==> config.mk <==
export PLATFORM = sky130hd
export DESIGN_NAME = mem_bus_arbiter_flat
export DESIGN_NICKNAME = d
export VERILOG_FILES = /design/src/rtl/mem_bus_arbiter_pkg.sv /design/src/rtl/mem_bus_arbiter_if.sv /design/src/rtl/mem_bus_arbiter_timeout.sv /design/src/rtl/mem_bus_arbiter.sv /design/src/flat_wrapper.sv
export SDC_FILE = /design/constraint.sdc
export NUM_CORES = 1
export LEC_CHECK = 0
export ABC_AREA = 1
export BUFFER_PORTS_ARGS = -buffer_cell sky130_fd_sc_hd__buf_4
export CORE_UTILIZATION = 44
export CTS_BUF_LIST = sky130_fd_sc_hd__clkbuf_8
export DETAILED_ROUTE_END_ITERATION = 6
export PLACE_DENSITY_LB_ADDON = 0.08
export SYNTH_ARGS = -nofsm -noshare
export SYNTH_HDL_FRONTEND = slang
export SYNTH_SLANG_ARGS = --single-unit
==> constraint.sdc <==
create_clock -name clk -period 1.1 [get_ports clk]
set_input_delay 0.055 -clock clk [delete_from_list [all_inputs] [get_ports clk]]
set_output_delay 0.055 -clock clk [all_outputs]
set_load 0.01 [all_outputs]
==> src/rtl/mem_bus_arbiter_pkg.sv <==
// Shared definitions for the memory bus arbiter: FSM states, owner IDs,
// default parameters and data constants.
package mem_bus_arbiter_pkg;

    typedef enum logic [1:0] {
        ARB_IDLE = 2'd0,
        ARB_BUSY = 2'd1,
        ARB_RESP = 2'd2
    } arb_state_e;

    typedef enum logic {
        OWNER_IF  = 1'b0,
        OWNER_MEM = 1'b1
    } arb_owner_e;

    localparam int DEFAULT_TIMEOUT = 16;
    localparam int DEFAULT_CNT_W   = 5;

    localparam logic [31:0] ZeroWord     = 32'h0000_0000;
    localparam logic        WriteEnable  = 1'b1;
    localparam logic        WriteDisable = 1'b0;

    // Stores return zero to the requester; loads return the bus word.
    function automatic logic [31:0] read_result(input logic we, input logic [31:0] rdata);
        return (we == WriteEnable) ? ZeroWord : rdata;
    endfunction

endpackage

==> src/rtl/mem_bus_arbiter_if.sv <==
// External RAM bus seen by the arbiter; the arbiter is the master, the RAM the slave.
interface mem_bus_arbiter_if;

    logic        bus_req;
    logic        bus_we;
    logic [31:0] bus_addr;
    logic [31:0] bus_wdata;
    logic [31:0] bus_rdata;
    logic        bus_ack;

    modport master (
        output bus_req,
        output bus_we,
        output bus_addr,
        output bus_wdata,
        input  bus_rdata,
        input  bus_ack
    );

    modport slave (
        input  bus_req,
        input  bus_we,
        input  bus_addr,
        input  bus_wdata,
        output bus_rdata,
        output bus_ack
    );

endinterface

==> src/rtl/mem_bus_arbiter_timeout.sv <==
// Cycle counter for the bus watchdog; expired is high while the count sits at TIMEOUT-1.
module arb_timeout_counter
    import mem_bus_arbiter_pkg::*;
#(
    parameter int TIMEOUT = DEFAULT_TIMEOUT,
    parameter int CNT_W   = DEFAULT_CNT_W
) (
    input  logic clk,
    input  logic resetn,
    input  logic clear,
    input  logic enable,
    output logic expired
);

    localparam logic [CNT_W-1:0] LAST_CNT = CNT_W'(TIMEOUT - 1);

    logic [CNT_W-1:0] cnt_q;
    logic [CNT_W-1:0] cnt_d;

    // Next count: clear wins over enable.
    always_comb begin
        cnt_d = cnt_q;
        if (clear) begin
            cnt_d = {CNT_W{1'b0}};
        end else if (enable) begin
            cnt_d = cnt_q + CNT_W'(1);
        end else begin
            cnt_d = cnt_q;
        end
    end

    // Count register.
    always_ff @(posedge clk) begin
        if (!resetn) begin
            cnt_q <= {CNT_W{1'b0}};
        end else begin
            cnt_q <= cnt_d;
        end
    end

    assign expired = (cnt_q == LAST_CNT);

endmodule

==> src/rtl/mem_bus_arbiter.sv <==
// Serialises IF fetches and MEM loads/stores onto one RAM bus (MEM has priority).
// Optional bus watchdog enabled by defining ARB_TIMEOUT_EN.
module mem_bus_arbiter
    import mem_bus_arbiter_pkg::*;
#(
    parameter int TIMEOUT = DEFAULT_TIMEOUT,
    parameter int CNT_W   = DEFAULT_CNT_W
) (
    input  logic               clk,
    input  logic               resetn,
    input  logic               if_req,
    input  logic [31:0]        if_addr,
    output logic [31:0]        if_rdata,
    output logic               if_done,
    output logic               if_stall,
    input  logic               mem_req,
    input  logic               mem_we,
    input  logic [31:0]        mem_addr,
    input  logic [31:0]        mem_wdata,
    output logic [31:0]        mem_rdata,
    output logic               mem_done,
    output logic               mem_stall,
    mem_bus_arbiter_if.master  bus,
    output logic               err_o
);

    if ((2 ** CNT_W) <= TIMEOUT) begin : g_cnt_w_check
        $error("mem_bus_arbiter: CNT_W too narrow for TIMEOUT");
    end

    arb_state_e  state_q,     state_d;
    arb_owner_e  owner_q,     owner_d;
    logic        bus_req_q,   bus_req_d;
    logic        bus_we_q,    bus_we_d;
    logic [31:0] bus_addr_q,  bus_addr_d;
    logic [31:0] bus_wdata_q, bus_wdata_d;
    logic [31:0] if_rdata_q,  if_rdata_d;
    logic [31:0] mem_rdata_q, mem_rdata_d;
    logic        if_done_q,   if_done_d;
    logic        mem_done_q,  mem_done_d;
    logic        err_q,       err_d;

`ifdef ARB_TIMEOUT_EN
    logic expired_s;
    logic cnt_clear_s;
    logic cnt_enable_s;

    assign cnt_clear_s  = (state_q != ARB_BUSY);
    assign cnt_enable_s = (state_q == ARB_BUSY) && !bus.bus_ack;

    arb_timeout_counter #(
        .TIMEOUT (TIMEOUT),
        .CNT_W   (CNT_W)
    ) u_timeout (
        .clk     (clk),
        .resetn  (resetn),
        .clear   (cnt_clear_s),
        .enable  (cnt_enable_s),
        .expired (expired_s)
    );
`endif

    // Next-state and registered-output logic; done/err are raised on entry to RESP.
    always_comb begin
        state_d     = state_q;
        owner_d     = owner_q;
        bus_we_d    = bus_we_q;
        bus_addr_d  = bus_addr_q;
        bus_wdata_d = bus_wdata_q;
        if_rdata_d  = if_rdata_q;
        mem_rdata_d = mem_rdata_q;
        if_done_d   = 1'b0;
        mem_done_d  = 1'b0;
        err_d       = 1'b0;
        case (state_q)
            ARB_IDLE: begin
                if (mem_req) begin
                    state_d     = ARB_BUSY;
                    owner_d     = OWNER_MEM;
                    bus_we_d    = mem_we;
                    bus_addr_d  = mem_addr;
                    bus_wdata_d = mem_wdata;
                end else if (if_req) begin
                    state_d     = ARB_BUSY;
                    owner_d     = OWNER_IF;
                    bus_we_d    = WriteDisable;
                    bus_addr_d  = if_addr;
                    bus_wdata_d = ZeroWord;
                end else begin
                    state_d = ARB_IDLE;
                end
            end
            ARB_BUSY: begin
                if (bus.bus_ack) begin
                    state_d = ARB_RESP;
                    if (owner_q == OWNER_MEM) begin
                        mem_rdata_d = read_result(bus_we_q, bus.bus_rdata);
                        mem_done_d  = 1'b1;
                    end else begin
                        if_rdata_d = read_result(bus_we_q, bus.bus_rdata);
                        if_done_d  = 1'b1;
                    end
                end
`ifdef ARB_TIMEOUT_EN
                else if (expired_s) begin
                    state_d = ARB_RESP;
                    err_d   = 1'b1;
                    if (owner_q == OWNER_MEM) begin
                        mem_rdata_d = ZeroWord;
                        mem_done_d  = 1'b1;
                    end else begin
                        if_rdata_d = ZeroWord;
                        if_done_d  = 1'b1;
                    end
                end
`endif
                else begin
                    state_d = ARB_BUSY;
                end
            end
            ARB_RESP: begin
                state_d = ARB_IDLE;
            end
            default: begin
                state_d = ARB_IDLE;
            end
        endcase
        bus_req_d = (state_d == ARB_BUSY);
    end

    // State and output registers.
    always_ff @(posedge clk) begin
        if (!resetn) begin
            state_q     <= ARB_IDLE;
            owner_q     <= OWNER_IF;
            bus_req_q   <= 1'b0;
            bus_we_q    <= 1'b0;
            bus_addr_q  <= 32'h0000_0000;
            bus_wdata_q <= 32'h0000_0000;
            if_rdata_q  <= 32'h0000_0000;
            mem_rdata_q <= 32'h0000_0000;
            if_done_q   <= 1'b0;
            mem_done_q  <= 1'b0;
            err_q       <= 1'b0;
        end else begin
            state_q     <= state_d;
            owner_q     <= owner_d;
            bus_req_q   <= bus_req_d;
            bus_we_q    <= bus_we_d;
            bus_addr_q  <= bus_addr_d;
            bus_wdata_q <= bus_wdata_d;
            if_rdata_q  <= if_rdata_d;
            mem_rdata_q <= mem_rdata_d;
            if_done_q   <= if_done_d;
            mem_done_q  <= mem_done_d;
            err_q       <= err_d;
        end
    end

    assign bus.bus_req   = bus_req_q;
    assign bus.bus_we    = bus_we_q;
    assign bus.bus_addr  = bus_addr_q;
    assign bus.bus_wdata = bus_wdata_q;
    assign if_rdata      = if_rdata_q;
    assign mem_rdata     = mem_rdata_q;
    assign if_done       = if_done_q;
    assign mem_done      = mem_done_q;
    assign err_o         = err_q;
    assign if_stall      = if_req & ~if_done_q;
    assign mem_stall     = mem_req & ~mem_done_q;

endmodule

==> src/flat_wrapper.sv <==
// flat-port wrapper written by rule: the top's interface ports become plain ports
module mem_bus_arbiter_flat import mem_bus_arbiter_pkg::*;
#(
    parameter int TIMEOUT = DEFAULT_TIMEOUT,
    parameter int CNT_W   = DEFAULT_CNT_W
)
  (clk, resetn, if_req, if_addr, if_rdata, if_done, if_stall, mem_req, mem_we, mem_addr, mem_wdata, mem_rdata, mem_done, mem_stall, err_o, bus_bus_req, bus_bus_we, bus_bus_addr, bus_bus_wdata, bus_bus_rdata, bus_bus_ack);
  mem_bus_arbiter_if bus_i ();
  input  logic clk;
  input  logic resetn;
  input  logic if_req;
  input  logic [31:0] if_addr;
  output logic [31:0] if_rdata;
  output logic if_done;
  output logic if_stall;
  input  logic mem_req;
  input  logic mem_we;
  input  logic [31:0] mem_addr;
  input  logic [31:0] mem_wdata;
  output logic [31:0] mem_rdata;
  output logic mem_done;
  output logic mem_stall;
  output logic err_o;
  output wire logic [$bits(bus_i.bus_req)-1:0] bus_bus_req;
  output wire logic [$bits(bus_i.bus_we)-1:0] bus_bus_we;
  output wire logic [$bits(bus_i.bus_addr)-1:0] bus_bus_addr;
  output wire logic [$bits(bus_i.bus_wdata)-1:0] bus_bus_wdata;
  input wire logic [$bits(bus_i.bus_rdata)-1:0] bus_bus_rdata;
  input wire logic [$bits(bus_i.bus_ack)-1:0] bus_bus_ack;
  assign bus_bus_req = bus_i.bus_req;
  assign bus_bus_we = bus_i.bus_we;
  assign bus_bus_addr = bus_i.bus_addr;
  assign bus_bus_wdata = bus_i.bus_wdata;
  assign bus_i.bus_rdata = bus_bus_rdata;
  assign bus_i.bus_ack = bus_bus_ack;
  mem_bus_arbiter #(.TIMEOUT(TIMEOUT), .CNT_W(CNT_W)) u_core (.clk(clk), .resetn(resetn), .if_req(if_req), .if_addr(if_addr), .if_rdata(if_rdata), .if_done(if_done), .if_stall(if_stall), .mem_req(mem_req), .mem_we(mem_we), .mem_addr(mem_addr), .mem_wdata(mem_wdata), .mem_rdata(mem_rdata), .mem_done(mem_done), .mem_stall(mem_stall), .bus(bus_i), .err_o(err_o));
endmodule
==> summary.md <==
| Metric | Value |
|---|---|
| Status | finished with violations |
| Failing checks | setup timing |
| Fin. max-slew vios | 0 |
| Drt first pass iters | 5 |
| Worst Hold Class | in2reg |
| Worst Setup SP | u_core.state_q[0] |
| Synth warn | 0 |
| Post-synth EDFFs | 0 |
| Root Buffer | clkbuf_8 |
| Critical path class | reg2reg |
| NumNets Final | 1443 |
| Critical R2R Launch | u_core.state_q[0] |
| Hpwl dp | 11.13 mm |
| H-tree depth | 4 |
| Starting density of the core | 0.4537 |
| Layout cells sized above 1 | 0.3064 |
| Area growth syn-to-layout | 78.30% |
| CP endpoint kind | flop |
| Sequential-to-total area share from yosys stat | 0.4682 |
| Mapped Cells | ~900 |
| Max-cap violations | 0 |
| All-Layer GR Usage | 0.2964 |
| CTS Buf Count | 17 |
| # setup viols final | 125 |
| CTS Buffer Depth | 2 |
| Post-synth top cells | nand2_1, nor2_1, dfxtp_1 |
| IO Count | ~270 |
| Vias in the first global route | 6543 |
| RD Place Congestion | 0.7539 |
| Row count | 41 |
| Clock latency on the worst-skew pair | 0.45 ns |
| Leak | 5.399 nW |
| Routed WL per cell | 14.96 um |
| Post-synthesis cell area | 5772 sq um |
| Reg-to-reg critical path endpoint | u_core.bus.bus_wdata[10] |
| Mean Syn Cell Area | between 6 and 7 sq um |
| CTS tree | yes |
| Count of input and output buffers | 267 |
| Vias | 7098 |
| First-pass GRT wire length | 30.86 mm |
| CP required | 1.48 ns |
| Post-synthesis register bit count | 135 |
| Tmin final | 1.318 ns |
| Antenna-violating nets left | 0 |
| Post-route clock period utilization | 1.199 |
| CP Launch Type | flop |
| Grt ovf | 0 |
| Top cell type's share of synthesized area | 0.4682 |
| Fin worst setup slack | -0.2184 ns |
| Clk sinks | ~140 |
| Achievable Freq | between 700 and 800 MHz |
| Crit Path Max Fanout | 7 |
| Fraction of synthesis flops using an asynchronous set or reset pin | 0 |
| Synth cell types | 17 |
| R2R Setup Slk | -0.22 ns |
| Yosys top cell by area | dfxtp_1 |
| Starting DRT DRC Count | 464 |
| DRC | 0 |
| PwrDens | 1304 nW/um^2 |
| WL final | 22.37 mm |
| Area contributors post-synth | dfxtp_1, nand2_1, nor2_1 |
| DP Worst Slack | -0.08438 ns |
| Cell with the most instances after synthesis | nand2_1 |
| Max VDD drop | 1.204 mV |
| Critical Path AT | 1.70 ns |
| Die height | 116.5 um |
| Core Box Area | 12720 sq um |
| Worst hold path cell count | 5 |
| Post-Syn Nets | 1045 |
| Die Wd | roughly 120 um |
| Worst R2R Path Depth | 7 |
| Pin count of the biggest net entering global routing | between 50 and 60 |
| Die area | 13580 sq um |
| Setup Skew | 0.01392 ns |
| Final Hold Vio Count | 0 |
| Most used DFF post-synth | dfxtp_1 |
| Vias/cell | approximately 4.7 |
| Initial antenna violation count | 0 |
| Unrepaired setup endpoints after global routing | true |
| Non-filler cells, final | around 1500 |
| Setup crit end | u_core.bus.bus_wdata[10] |
| Placed Instances | 1320 |
| CTS clk-pin slew, worst paths | 0.08 ns |
[cell families after synthesis]
family,share of synthesized area
buf+inv,0.1190
other cells,0.0006497
flops,0.4682
compound gates,0.05615
simple gates,0.3560
[report_power, final]
| part | total [W] | switching, W | internal (W) |
|---|---|---|---|
| combinational | 0.00316 | 0.00155 | 0.00161 |
| sequential | 0.00542 | 0.000195 | 0.00523 |
| clock | 0.00484 | 0.00203 | 0.00280 |
[how the worst min path moves through the flow]
stage | slack (ns) | endpoint | start
floorplan | 0.19 | if_stall | if_req
finish | 0.04 | u_core.mem_rdata[7] | bus_bus_rdata[7]
detailed placement | 0.32 | u_core.bus.bus_wdata[21] | mem_wdata[21]
global route | 0.06 | u_core.mem_rdata[7] | bus_bus_rdata[7]
CTS | 0.001 | u_core.mem_rdata[7] | bus_bus_rdata[7]
global placement | 0.32 | u_core.bus.bus_wdata[7] | mem_wdata[7]
[cell usage in the layout, fill, tap and decap left out, types with 2 or more instances in the layout]
master	instances
buf_4	274
buf_6	9
clkinv_2	4
o21bai_1	2
nand2_4	4
dlygate4sd3_1	129
nand2_2	31
clkinvlp_4	3
nor2_1	222
dfxtp_2	4
nor2_2	5
buf_12	11
clkbuf_8	19
inv_1	114
bufinv_16	5
a21oi_1	18
clkbuf_16	2
inv_2	4
nor2_4	2
o21ai_0	18
buf_16	4
a21oi_2	18
dfxtp_1	130
nand2_1	278
o21ai_1	3
[state kept, by name, indices dropped and copies added (netlist names)]
name,flops
u_core.bus.bus_addr,32
u_core.bus.bus_req,1
u_core.bus.bus_wdata,32
u_core.bus.bus_we,1
u_core.if_done,1
u_core.if_rdata,32
u_core.mem_done,1
u_core.mem_rdata,32
u_core.owner_q,1
u_core.state_q,2
[metal layers]
metal	vias up	GRT usage	part of all wire
li1	3460	-	-
met4	0	0.1840	0.052
met1	3161	0.3211	0.37
met5	-	0	0
met3	101	0.09652	0.081
met2	376	0.5022	0.49
[cell type report]
class                      count  area (sq um)
antenna                        1         2.502
clock buffer                  19         261.5
clock inverter                13         201.4
fill                         852          2431
inverter                     118         442.9
multi-input combinational    606          2589
sequential                   135          2711
tap                          172         215.2
timing repair buffer         431          3867
[critical path, cell delays in order, from the launching register on]
cell	delay [ns]
dfxtp_2	0.33
inv_2	0.07
buf_6	0.09
nand2_2	0.06
nor2_4	0.26
clkbuf_16	0.23
nand2_2	0.06
a21oi_2	0.15
[what timing repair did]
action,in CTS,in global routing
setup buffers,3,1
cloned,6,3
hold endpoints to repair,117,0
endpoints found under the setup margin,135,137
pin swaps,2,35
resized for setup,18,70
hold buffers,129,0
[stage by stage]
| step | cell area, sq um | hold slack, ns | total power, W | utilization | setup TNS [ns] |
|---|---|---|---|---|---|
| floorplan | 5778 | 0.1932 | 0.006702 | - | 0 |
| global placement | 8053 | 0.3189 | 0.007924 | 0.6330 | -5.037 |
| detailed placement | 8053 | 0.3226 | 0.007952 | 0.6330 | -5.595 |
| CTS | 10010 | 0.001334 | 0.01313 | 0.7866 | -7.818 |
| global route | 10290 | 0.06436 | 0.01397 | 0.8087 | -21.10 |
| finish | 10290 | 0.04483 | 0.01342 | 0.8089 | -10.78 |
Note: power is estimated with default switching activity, not from simulation.
